**src/rtl/obs_pkg.sv**
```systemverilog
// Shared definitions for the observed-count producer and its chi_squared consumer,
// so both ends agree on the bin count and the count width.
package obs_pkg;
    typedef enum logic [1:0] {COLLECT, DONE, SERVE, WAIT} obs_state_t;

    localparam int DOF   = 5;
    localparam int NBINS = DOF + 1;

    function automatic int cnt_width(input int popsize);
        return $clog2(popsize) + 8;
    endfunction
endpackage

```
**src/rtl/obs_bin_server_sat_counter.sv**
```systemverilog
// Unsigned counter that sticks at all-ones instead of wrapping; one per histogram bin.
module sat_counter #(
    parameter int W = 8
) (
    input  logic         clk,
    input  logic         rst,
    input  logic         clr,
    input  logic         inc,
    output logic [W-1:0] q
);
    always_ff @(posedge clk) begin
        if (rst || clr) begin
            q <= '0;
        end else if (inc && (q != {W{1'b1}})) begin
            q <= q + 1'b1;
        end
    end
endmodule

```
**src/rtl/obs_bin_server.sv**
```systemverilog
// Histograms classified samples into DoF+1 bins, then serves one bin count per read
// request to chi_squared; re-arms once chi_squared reports its result.
module obs_bin_server
    import obs_pkg::*;
#(
    parameter int DoF      = DOF,
    parameter int POPSIZE  = 100,
    parameter int NSAMPLES = 25600,
    parameter int CW       = cnt_width(POPSIZE)
) (
    input  logic          clk,
    input  logic          rst,
    input  logic          smp_vld,
    input  logic [2:0]    smp_bin,
    output logic          smp_rdy,
    input  logic          rd_rqst,
    input  logic          chi_vld,
    output logic          calc_done,
    output logic          data_rdy,
    output logic [CW-1:0] O_out,
    output logic          bin_err
);
    localparam int NB = DoF + 1;
    localparam int SW = $clog2(NSAMPLES + 1);
    localparam int PW = (NB > 1) ? $clog2(NB) : 1;

    obs_state_t    state, state_nxt;
    logic [SW-1:0] smp_cnt;
    logic [PW-1:0] ptr;
    logic [CW-1:0] cnt [NB];
    logic          legal, take, last_smp, rearm, rd_take, last_rd;

    assign legal    = int'(smp_bin) <= DoF;
    assign take     = (state == COLLECT) && smp_vld && legal;
    assign last_smp = take && (smp_cnt == SW'(NSAMPLES - 1));
    assign rearm    = (state == WAIT) && chi_vld;
    assign rd_take  = (state == SERVE) && rd_rqst;
    assign last_rd  = rd_take && (ptr == PW'(DoF));

    assign smp_rdy   = (state == COLLECT);
    assign calc_done = (state == DONE);

    always_ff @(posedge clk) begin
        if (rst) state <= COLLECT;
        else     state <= state_nxt;
    end

    always_comb begin
        state_nxt = state;
        case (state)
            COLLECT: if (last_smp) state_nxt = DONE;
            DONE:    state_nxt = SERVE;
            SERVE:   if (last_rd) state_nxt = WAIT;
            WAIT:    if (rearm) state_nxt = COLLECT;
            default: state_nxt = COLLECT;
        endcase
    end

    for (genvar i = 0; i < NB; i++) begin : g_bin
        sat_counter #(.W(CW)) u_cnt (
            .clk (clk),
            .rst (rst),
            .clr (rearm),
            .inc (take && (int'(smp_bin) == i)),
            .q   (cnt[i])
        );
    end

    // Illegal bins are flagged but never counted toward the run length.
    always_ff @(posedge clk) begin
        if (rst) begin
            smp_cnt  <= '0;
            ptr      <= '0;
            O_out    <= '0;
            data_rdy <= 1'b0;
            bin_err  <= 1'b0;
        end else begin
            data_rdy <= rd_take;
            if (rd_take) begin
                O_out <= cnt[ptr];
                ptr   <= ptr + 1'b1;
            end
            if (state == DONE) ptr <= '0;
            if (take) smp_cnt <= smp_cnt + 1'b1;
            if (rearm) begin
                smp_cnt <= '0;
                bin_err <= 1'b0;
            end else if ((state == COLLECT) && smp_vld && !legal) begin
                bin_err <= 1'b1;
            end
        end
    end
endmodule
```
**config.mk**
```make
export PLATFORM = sky130hd
export DESIGN_NAME = obs_bin_server
export DESIGN_NICKNAME = d
export VERILOG_FILES = /design/src/rtl/obs_pkg.sv /design/src/rtl/obs_bin_server_sat_counter.sv /design/src/rtl/obs_bin_server.sv
export SDC_FILE = /design/constraint.sdc
export NUM_CORES = 1
export LEC_CHECK = 0
export BUFFER_PORTS_ARGS = -buffer_cell sky130_fd_sc_hd__clkbuf_2
export CORE_AREA = 2 2 175 142
export CTS_CLUSTER_DIAMETER = 150
export DETAILED_ROUTE_END_ITERATION = 16
export DIE_AREA = 0 0 177 144
export PLACE_DENSITY = 0.5
export RECOVER_POWER = 50
export SLEW_MARGIN = 10
export SYNTH_ARGS = -nofsm -noshare
export SYNTH_HDL_FRONTEND = slang
export SYNTH_SLANG_ARGS = --single-unit
```
**constraint.sdc**
```tcl
create_clock -name clk -period 2.2 [get_ports clk]
set_input_delay 0.11 -clock clk [delete_from_list [all_inputs] [get_ports clk]]
set_output_delay 0.11 -clock clk [all_outputs]
set_load 0.005 [all_outputs]
```
; Word level (Yosys, flattened, before mapping)
; Cells that the tools add are included.
[word_totals]
register_bits = 127
input_bits = 8
out_inout_bits = 19
word_cells = 75
[classes]
n_addsub = 8
magnitude_cmp = 2
eq_ne = 19
mux = 7
n_bitwise = 1
reduce_logical = 26
[op_table]
columns = operator, n
row1 = $add 15x1->15 const B, 7
row2 = $ne 15x15->1 const B, 6
row3 = $bmux 15 s3, 1
row4 = $mux 15, 2
row5 = $logic_and 1x1->1, 19
row6 = $eq 15x15->1 const B, 1
row7 = $eq 3x3->1 const B, 5
row8 = $pmux 2 s4, 1
row9 = $mux 2, 3
row10 = $eq 2x2->1 const B, 2
row11 = $ge 4x4->1 const B, 1
row12 = $ne 2x1->1 const B, 2
row13 = $not 3->4, 1
row14 = $reduce_or 2->1, 2
row15 = $add 3x1->3 const B, 1
row16 = $eq 3x2->1 const B, 1
row17 = $le 3x3->1 const B, 1
row18 = $logic_not 3->1, 1
row19 = $reduce_and 3->1, 1
row20 = $eq 2x1->1 const B, 1
row21 = $logic_not 2->1, 1
row22 = $ne 2x2->1 const B, 1
row23 = $logic_not 1->1, 1
row24 = $logic_or 1x1->1, 1

; Longest topological paths before layout
; Gate-level depths: netlist (run 1).
[depth]
depth_word = 6
depth_mapped = 10

; Hierarchy
; A second synthesis (run 1) with hierarchy kept.
[hier_totals]
cells_unflattened = 745
hier_area_um2 = 6686.4
[modules_own_cells]
columns = mod, n_inst, cells_each, area_each_um2, seq_area_each_um2
row1 = sat_counter, 6, 84, 733.2, 300.3
row2 = obs_bin_server, 1, 241, 2287.2, 740.7

; Least setup slack after synthesis (run 1)
; No wires, ideal clock.
[synth_path]
path_type = reg2reg
from = register state[0]
to = register g_bin[0].u_cnt.q[11]
setup_time_ns = 0.132
t_arrival_ns = 1.929
t_required_ns = 2.068
setup_slack_ns = 0.139
stages_incl_launch_ff = 10
synth_period_minus_slack_ns = 2.061
cell_sequence = dfxtp_1 > inv_1 > ha_1 > buf_4 > nand2_1 > or4_1 > buf_2 > or3_1 > o21ai_0 > a21oi_1
[synth_between]
elab_chain_len = 5
word_cells_on_any_way = 8
classes_between = eq/ne: 1 / reduce/logical: 7
[synth_lines]
columns = item, line_no
row1 = "start, declared", obs_bin_server.sv:27  ; obs_state_t state, state_nxt;
row2 = "start signal, assigned", obs_bin_server.sv:45  ; else state <= state_nxt;
row3 = $logic_not 2->1, -
row4 = named net smp_rdy, obs_bin_server.sv:15  ; output logic smp_rdy,
row5 = $logic_and 1x1->1 (2 in series), obs_bin_server.sv:34  ; assign take = (state == COLLECT) && smp_vld && legal;
row6 = $logic_and 1x1->1, obs_bin_server.sv:64  ; .inc (take && (int'(smp_bin) == i)),
row7 = $logic_and 1x1->1, obs_bin_server_sat_counter.sv:14  ; end else if (inc && (q != {W{1'b1}})) begin
row8 = "end signal, assigned", obs_bin_server_sat_counter.sv:15  ; q <= q + 1'b1;
row9 = "end, declared", obs_bin_server_sat_counter.sv:9  ; output logic [W-1:0] q
; The timed path passes the listed nets, and every way through them passes these cells.
; A chain may end at the register's enable or synchronous reset.

; Worst setup path after layout (run 1)
[layout_path]
from = register state[1]
to = register g_bin[0].u_cnt.q[11]
[layout_between]
elab_chain_len = 5
word_cells_on_any_way = 8
classes_between = eq/ne: 1 / reduce/logical: 7
[layout_lines]
columns = item, line_no
row1 = $logic_not 2->1, obs_bin_server.sv:34
row2 = $logic_and 1x1->1 (2 in series), obs_bin_server.sv:34
row3 = $logic_and 1x1->1, obs_bin_server.sv:64
row4 = $logic_and 1x1->1, obs_bin_server_sat_counter.sv:14
; Parallel ways exist; a longest one is shown, timed or not.

==> metrics.md, run 1 <==
| Metric | Value |
|---|---|
| Outcome | `complete, no violations` |
| FF-to-FF Start | `state[1]` |
| WHS | `0.04730 ns` |
| ANT cells | `0` |
| Worst setup EP type | `register` |
| Worst hold path class | `in -> reg` |
| Vias after detailed routing | `5,575` |
| Most common cell in the netlist | `dfxtp_1` |
| Mean post-synth cell area | `8.809 sq um` |
| Worst Hold Endpoint | `state[0]` |
| Avg WL per Cell | `15.74 microns` |
| Clk root buf | `clkbuf_16` |
| PwrDens | `696.1 nW/um^2` |
| Clock Skews | `0.005938 ns` |
| Crit path time final | `2.056 ns` |
| Fill cells | `2,508` |
| Via count of the first global-routing pass | `5,153` |
| Initial drt markers | `362` |
| Io pins | `27` |
| Core footprint | `23,930 sq um` |
| Net count reported at finish | `813` |
| Final Cycle Share | `93.46%` |
| Max Root-Sink Buffers | `2` |
| CTS Buf Count | `17` |
| CP startpoint kind | `register` |
| DP HPWL | `13.02 mm` |
| Die height | `144 microns` |
| RePlAce Congestion | `0.8207` |
| LEAKAGE | `2.700 nW` |
| Sw Share | `22.80%` |
| CTS tree | `built` |
| Top cells by area, synth | `dfxtp_1 (39%), nor2_1 (6.6%), mux4_2 (5.1%)` |
| Synth cell types | `51` |
| Layout area overhead | `18.74%` |
| CTS H-tree lvls | `4` |
| Antenna-violating nets left | `0` |
| Worst Path Required | `2.50 ns` |
| Commonest cells in the netlist | `dfxtp_1 (127), nor2_1 (115), nand2_1 (49), nand3_1 (38), xor2_1 (36)` |
| Setup CP Type | `reg -> reg` |
| CTS clk-pin slew, worst paths | `0.06 ns` |
| Clk_lat worst skew | `0.42 ns` |
| Predominant post-synthesis flop cell | `dfxtp_1` |
| Die Footprint | `25,490 sq um` |
| Fmax | `486.4 MHz` |
| Hold_sp | `rst` |
| MaxCap Viol Count | `0` |
| Yosys top cell by area | `dfxtp_1` |
| Worst Tran Pin Value | `0.5442 ns` |
| Mapped Area | `6563 sq um` |
| Cell count after placement | `1,089` |
| DRC violations left | `0` |
| Yosys warns | `0` |
| GRT Util Overall | `14.54%` |
| Critical Path AT | `2.35 ns` |
| Unrepaired setup endpoints after global routing | `yes` |
| Ys async rst share | `0%` |
| Sequential share of power | `43.4%` |
| Gate Count Post-Synth | `745` |
| Comb power frac | `5.8%` |
| Share of cells above drive strength 1 | `13.45%` |
| Finished layout cell area | `7792 sq um` |
| Global-route wire length before repair | `28.66 mm` |
| Top cell type's share of synthesized area | `38.74%` |
| DP Area | `7242 sq um` |
| Antenna violations before repair | `0` |
| Initial Util | `27.42%` |
| Drt total wl | `17.65 mm` |
| Slew Limit Fails | `0` |
| Final setup vio count | `0` |
| Synth Register Bits | `127` |
| Slew Limit Headroom | `63.72%` |
| Row count | `51` |
| Fin cells | `1,121` |
| Crit path max fanout | `15` |
| Crit Reg-Reg Endpoint | `g_bin[0].u_cnt.q[11]` |
| Vias per cell | `4.973` |
| Grt ovf | `0` |
| Clock Power Share | `50.8%` |
| Largest net degree at the start of global routing | `31` |
| Hold Crit Depth | `3` |
| Reg2reg path depth | `8` |
| R2R setup slack | `0.14 ns` |
| Worst VDD drop | `0.0004431 V` |
| DR pass1 iterations | `4` |
| Mapped Nets | `767` |
| Post-synth EDFFs | `0` |
| Seq/Total Area, Yosys | `38.74%` |
| Die width | `177 microns` |
| Final hold vios | `0` |
| Number of clock sinks | `127` |
| Net Switching | `1.237 mW` |
| Final TNS setup | `0 ns` |
| Buffers added on ports | `26` |
| Int Pwr | `4.188 mW` |
| Pwr Total | `5.425 mW` |
cell usage in the layout, fill, tap and decap left out, types with 15 or more instances in the layout:
cell type	synthesis	layout
clkbuf_2	0	16
clkbuf_1	27	17
xnor2_1	35	35
buf_4	2	35
nand3_1	38	38
nor3_1	18	18
and3_1	18	18
mux4_2	15	15
xor2_1	36	36
dfxtp_1	127	127
mux2i_1	18	18
nand4_1	26	26
inv_1	15	15
clkbuf_16	0	17
nor2_1	115	115
nand2_1	49	48
o21ai_0	32	32
worst max-delay path, stage by stage, from the launching register on:
cell and delay, ns:
dfxtp_1 0.30, inv_1 0.09, ha_1 0.17, nand2_1 0.07
or4_1 0.46, buf_12 0.18, or3_1 0.39, o21ai_0 0.18
a21oi_1 0.08
sequential cells by signal (all words and copies together), names as in the netlist:
| register | count |
|---|---|
| O_out | 15 |
| data_rdy | 1 |
| smp_cnt | 15 |
| g_bin.u_cnt.q | 90 |
| bin_err | 1 |
| ptr | 3 |
| state | 2 |
timing repair:
item,CTS,global route
hold buffers,0,0
endpoints found under the hold margin,0,0
gates resized for setup,0,0
setup endpoints to repair,0,2
setup buffers,0,1
per-layer routing:
layer / vias up / global-route usage, % / routed length (microns)
li1: 2799 / - / -
met1: 2647 / 21.99 / 9303
met2: 112 / 20.29 / 7186
met3: 17 / 3.365 / 987
met4: 0 / 4.002 / 169
met5: - / 0 / 0
power groups by stage:
stage | sequential [mW] | clock, mW | combinational, mW
after floorplan | 2.40 | 0 | 0.196
after global placement | 2.40 | 0 | 0.319
after detailed placement | 2.40 | 0 | 0.322
after CTS | 2.35 | 2.83 | 0.323
after global routing | 2.35 | 2.92 | 0.356
final | 2.35 | 2.76 | 0.317
cells by family after synthesis:
family / Yosys count / share of synthesized area, %
and+or+nand+nor: 344 / 27.68
DFF: 127 / 38.74
AOI/OAI and AO/OA: 102 / 9.972
xor gates and xnor gates: 71 / 9.476
buffers and inverters: 54 / 3.565
muxes: 33 / 7.893
adders and majority gates: 14 / 2.669
final cells by class:
type	count	area, sq um	area share [%]
Sequential cell	127	2542	32.63
Clock buffer	24	481.7	6.182
Inverter	15	56.30	0.7225
Multi-Input combinational cell	564	3797	48.73
Clock inverter	7	85.08	1.092
Tap cell	318	397.9	5.106
Timing Repair Buffer	66	431.7	5.540
how the worst max path moves through the flow:
stage	end	cells after the start	slack [ns]	from
floorplan	g_bin[0].u_cnt.q[11]	9	0.14	state[0]
global placement	g_bin[5].u_cnt.q[10]	8	0.19	state[0]
detailed placement	g_bin[0].u_cnt.q[11]	8	0.15	state[0]
CTS	g_bin[0].u_cnt.q[11]	8	0.15	state[0]
global route	g_bin[4].u_cnt.q[8]	8	-0.007	state[0]
finish	g_bin[0].u_cnt.q[11]	8	0.14	state[1]
through the flow:
step           util, %  worst slack (ns)
2_1_floorplan        -            0.1388
3_3_place_gp     30.26            0.1889
3_5_place_dp     30.26            0.1533
4_1_cts          32.63            0.1452
5_1_grt          32.56         -0.007115
6_report         32.56            0.1439
Note: power is estimated with default switching activity, not from simulation.
==> inputs of run 2 (changes only) <==
Settings changed: REMOVE_ABC_BUFFERS from default to 1.
==> run 2 against run 1 <==
  * Fmax increased by 0.38%
  * Core utilization increased by 0.13 points
  * Critical path depth increased by 1
  * Clock-buffer cell count decreased by 6
  * Largest cell class unchanged
  * Highest routed layer unchanged
==> metrics.md, run 2 (synthesis gave the netlist of run 1 again) <==
| Metric | Value |
|---|---|
| Outcome | `complete, no violations` |
| R2R setup slack | `0.15 ns (about the same)` |
| Cts hold-fix bufs | `0 (unchanged)` |
| Via count of the first global-routing pass | `5,225 (+1.4%)` |
| Final setup vio count | `0 (unchanged)` |
| CTS Buf Count | `17 (unchanged)` |
| MaxCap Viol Count | `0 (unchanged)` |
| CTS H-tree lvls | `4 (unchanged)` |
| Antenna-violating nets left | `0 (unchanged)` |
| Largest net degree at the start of global routing | `30 (-3.2%)` |
| CP startpoint kind | `register` |
| Setup CP Type | `reg -> reg` |
| Antenna violations before repair | `0 (unchanged)` |
| Grt ovf | `0 (unchanged)` |
| Crit Reg-Reg Endpoint | `g_bin[2].u_cnt.q[11]` |
| Initial Util | `27.42% (unchanged)` |
| Buffers added on ports | `26 (unchanged)` |
| PwrDens | `721.5 nW/um^2 (+3.7%)` |
| Die height | `144 microns (unchanged)` |
| Most frequent cells in the layout | `dfxtp_1 (127), nor2_1 (115), nand2_1 (48), nand3_1 (38), xor2_1 (36)` |
| CTS clk-pin slew, worst paths | `0.06 ns (about the same)` |
| Critical Path AT | `2.42 ns (+0.07 ns)` |
| Vias per cell | `4.972 (about the same)` |
| Initial drt markers | `381 (+5.2%)` |
| DR pass1 iterations | `5 (+1)` |
| CTS tree | `built` |
| Avg WL per Cell | `15.83 microns (+0.55%)` |
| Worst Tran Pin Value | `0.7025 ns (+0.1583 ns)` |
| Unrepaired setup endpoints after global routing | `no` |
| Drt total wl | `17.79 mm (+0.82%)` |
| GRT Util Overall | `14.58% (+0.036 points)` |
| Crit path max fanout | `5 (-10)` |
| Global-route wire length before repair | `28.77 mm (+0.39%)` |
| Most used cell, CP | `buf_4` |
| Max reg flops | `90 (unchanged)` |
| Clk_lat worst skew | `0.43 ns (about the same)` |
| Cells along the critical path | `inv_2, ha_2, buf_4, nand4b_1, buf_4, nor3_1, nand3_1, or4_1, nand2_1` |
| ANT cells | `0 (unchanged)` |
| Clk root buf | `clkbuf_16` |
| FF-to-FF Start | `state[0]` |
| Largest Register | `g_bin.u_cnt.q` |
| Slew Limit Fails | `0 (unchanged)` |
| Crit path time final | `2.048 ns (-0.007685 ns)` |
| Max Root-Sink Buffers | `2 (unchanged)` |
| LEAKAGE | `2.693 nW (-0.28%)` |
| Final Cycle Share | `93.11% (-0.35 points)` |
| Clock Skews | `0.01201 ns (+0.006075 ns)` |
| Die Footprint | `25,490 sq um (unchanged)` |
| Fill cells | `2,521 (+0.52%)` |
| Worst VDD drop | `0.0004766 V (+7.6%)` |
| Share of cells above drive strength 1 | `13.90% (+0.45 points)` |
| DRC violations left | `0 (unchanged)` |
| Critical Path Max Stage Delay | `0.44 ns (-0.02 ns)` |
| Pwr Total | `5.645 mW (+4.1%)` |
| DP HPWL | `13.15 mm (+1.0%)` |
| Worst Path Required | `2.57 ns (+0.07 ns)` |
| Final hold vios | `0 (unchanged)` |
| Fmax | `488.2 MHz (+0.38%)` |
| Worst Hold Endpoint | `g_bin[5].u_cnt.q[2]` |
| Final TNS setup | `0 ns (unchanged)` |
| Row count | `51 (unchanged)` |
| Core footprint | `23,930 sq um (unchanged)` |
| Hold Crit Depth | `3 (unchanged)` |
| Worst hold path class | `in -> reg` |
| Layout area overhead | `19.22%` |
| Vias after detailed routing | `5,589 (+0.25%)` |
| Most common cell after layout, fill and taps aside | `dfxtp_1` |
| Slew Limit Headroom | `53.00% (-11 points)` |
| Hold_sp | `smp_bin[0]` |
| Largest registers | `g_bin.u_cnt.q: 90 flops, O_out: 15 flops, smp_cnt: 15 flops` |
| Io pins | `27 (unchanged)` |
| Reg2reg path depth | `9 (+1)` |
| Worst setup EP type | `register` |
| Die width | `177 microns (unchanged)` |
| Slowest cell on crit path | `or4_1` |
| Net count reported at finish | `815 (+0.25%)` |
| Number of clock sinks | `127 (unchanged)` |
| RePlAce Congestion | `0.8256 (+0.60%)` |
## run 2: changes by cell type in the layout (fill, tap and decap cells not counted), sizes merged
cell and change:
inv +6, clkinv -3, clkinvlp +3, bufinv +1, buf -2, clkbuf -2
## run 2: report_power, final
part,internal [mW],switching [mW]
combinational,0.121,0.198
sequential,2.33,0.0247
clock,1.81,1.17
total,4.25,1.39
## run 2: final cells by class
type	count	area, sq um	share of cell area (%)
repair buffers	68	417.9	5.341
well taps	318	397.9	5.086
multi-input cells	564	3799	48.55
clock inverters	14	181.4	2.319
flip-flops and latches	127	2542	32.50
clock buffers	18	429.2	5.485
inverters	15	56.30	0.7197
## run 2: per-stage QoR
| step | std cells | cell area (sq um) | hold WS, ns | util (%) | setup WS [ns] |
|---|---|---|---|---|---|
| floorplan | 706 | 6385 | 0.1824 | - | -0.5175 |
| global placement | 1091 | 7244 | 0.4736 | 30.27 | 0.1188 |
| detailed placement | 1091 | 7244 | 0.4776 | 30.27 | 0.08254 |
| CTS | 1123 | 7855 | 0.08726 | 32.83 | 0.06450 |
| global route | 1124 | 7824 | 0.1427 | 32.70 | 0.008666 |
| finish | 1124 | 7824 | 0.1116 | 32.70 | 0.1516 |
## run 2: what timing repair did
action,CTS,global route
resized for setup,0,6
setup buffers,0,1
setup endpoints to repair,0,21
## run 2: metal layers
metal,track usage [%],up-vias,routed length [microns]
met4,3.915,0,214
met3,3.838,19,949
met2,19.62,118,6956
met1,22.36,2652,9671
li1,-,2800,-
met5,0,-,0
## run 2: worst max path at each step
stage             start              endpoint  cells past startpoint
6_report       state[0]  g_bin[2].u_cnt.q[11]                      9
4_1_cts        state[0]  g_bin[0].u_cnt.q[11]                      8
3_5_place_dp   state[0]  g_bin[0].u_cnt.q[11]                      8
3_3_place_gp   state[0]  g_bin[0].u_cnt.q[11]                      8
5_1_grt        state[0]  g_bin[2].u_cnt.q[13]                      9
2_1_floorplan  state[0]  g_bin[2].u_cnt.q[11]                      5
## run 2: worst max-delay path: cells and delay by family, from the launching register on
kind / cells / cell delay, ns
adder cells (fa/ha/maj): 1 / 0.19
buffers and inverters: 3 / 0.39
flip-flops: 1 / 0.34
AND/OR/NAND/NOR: 5 / 1.07
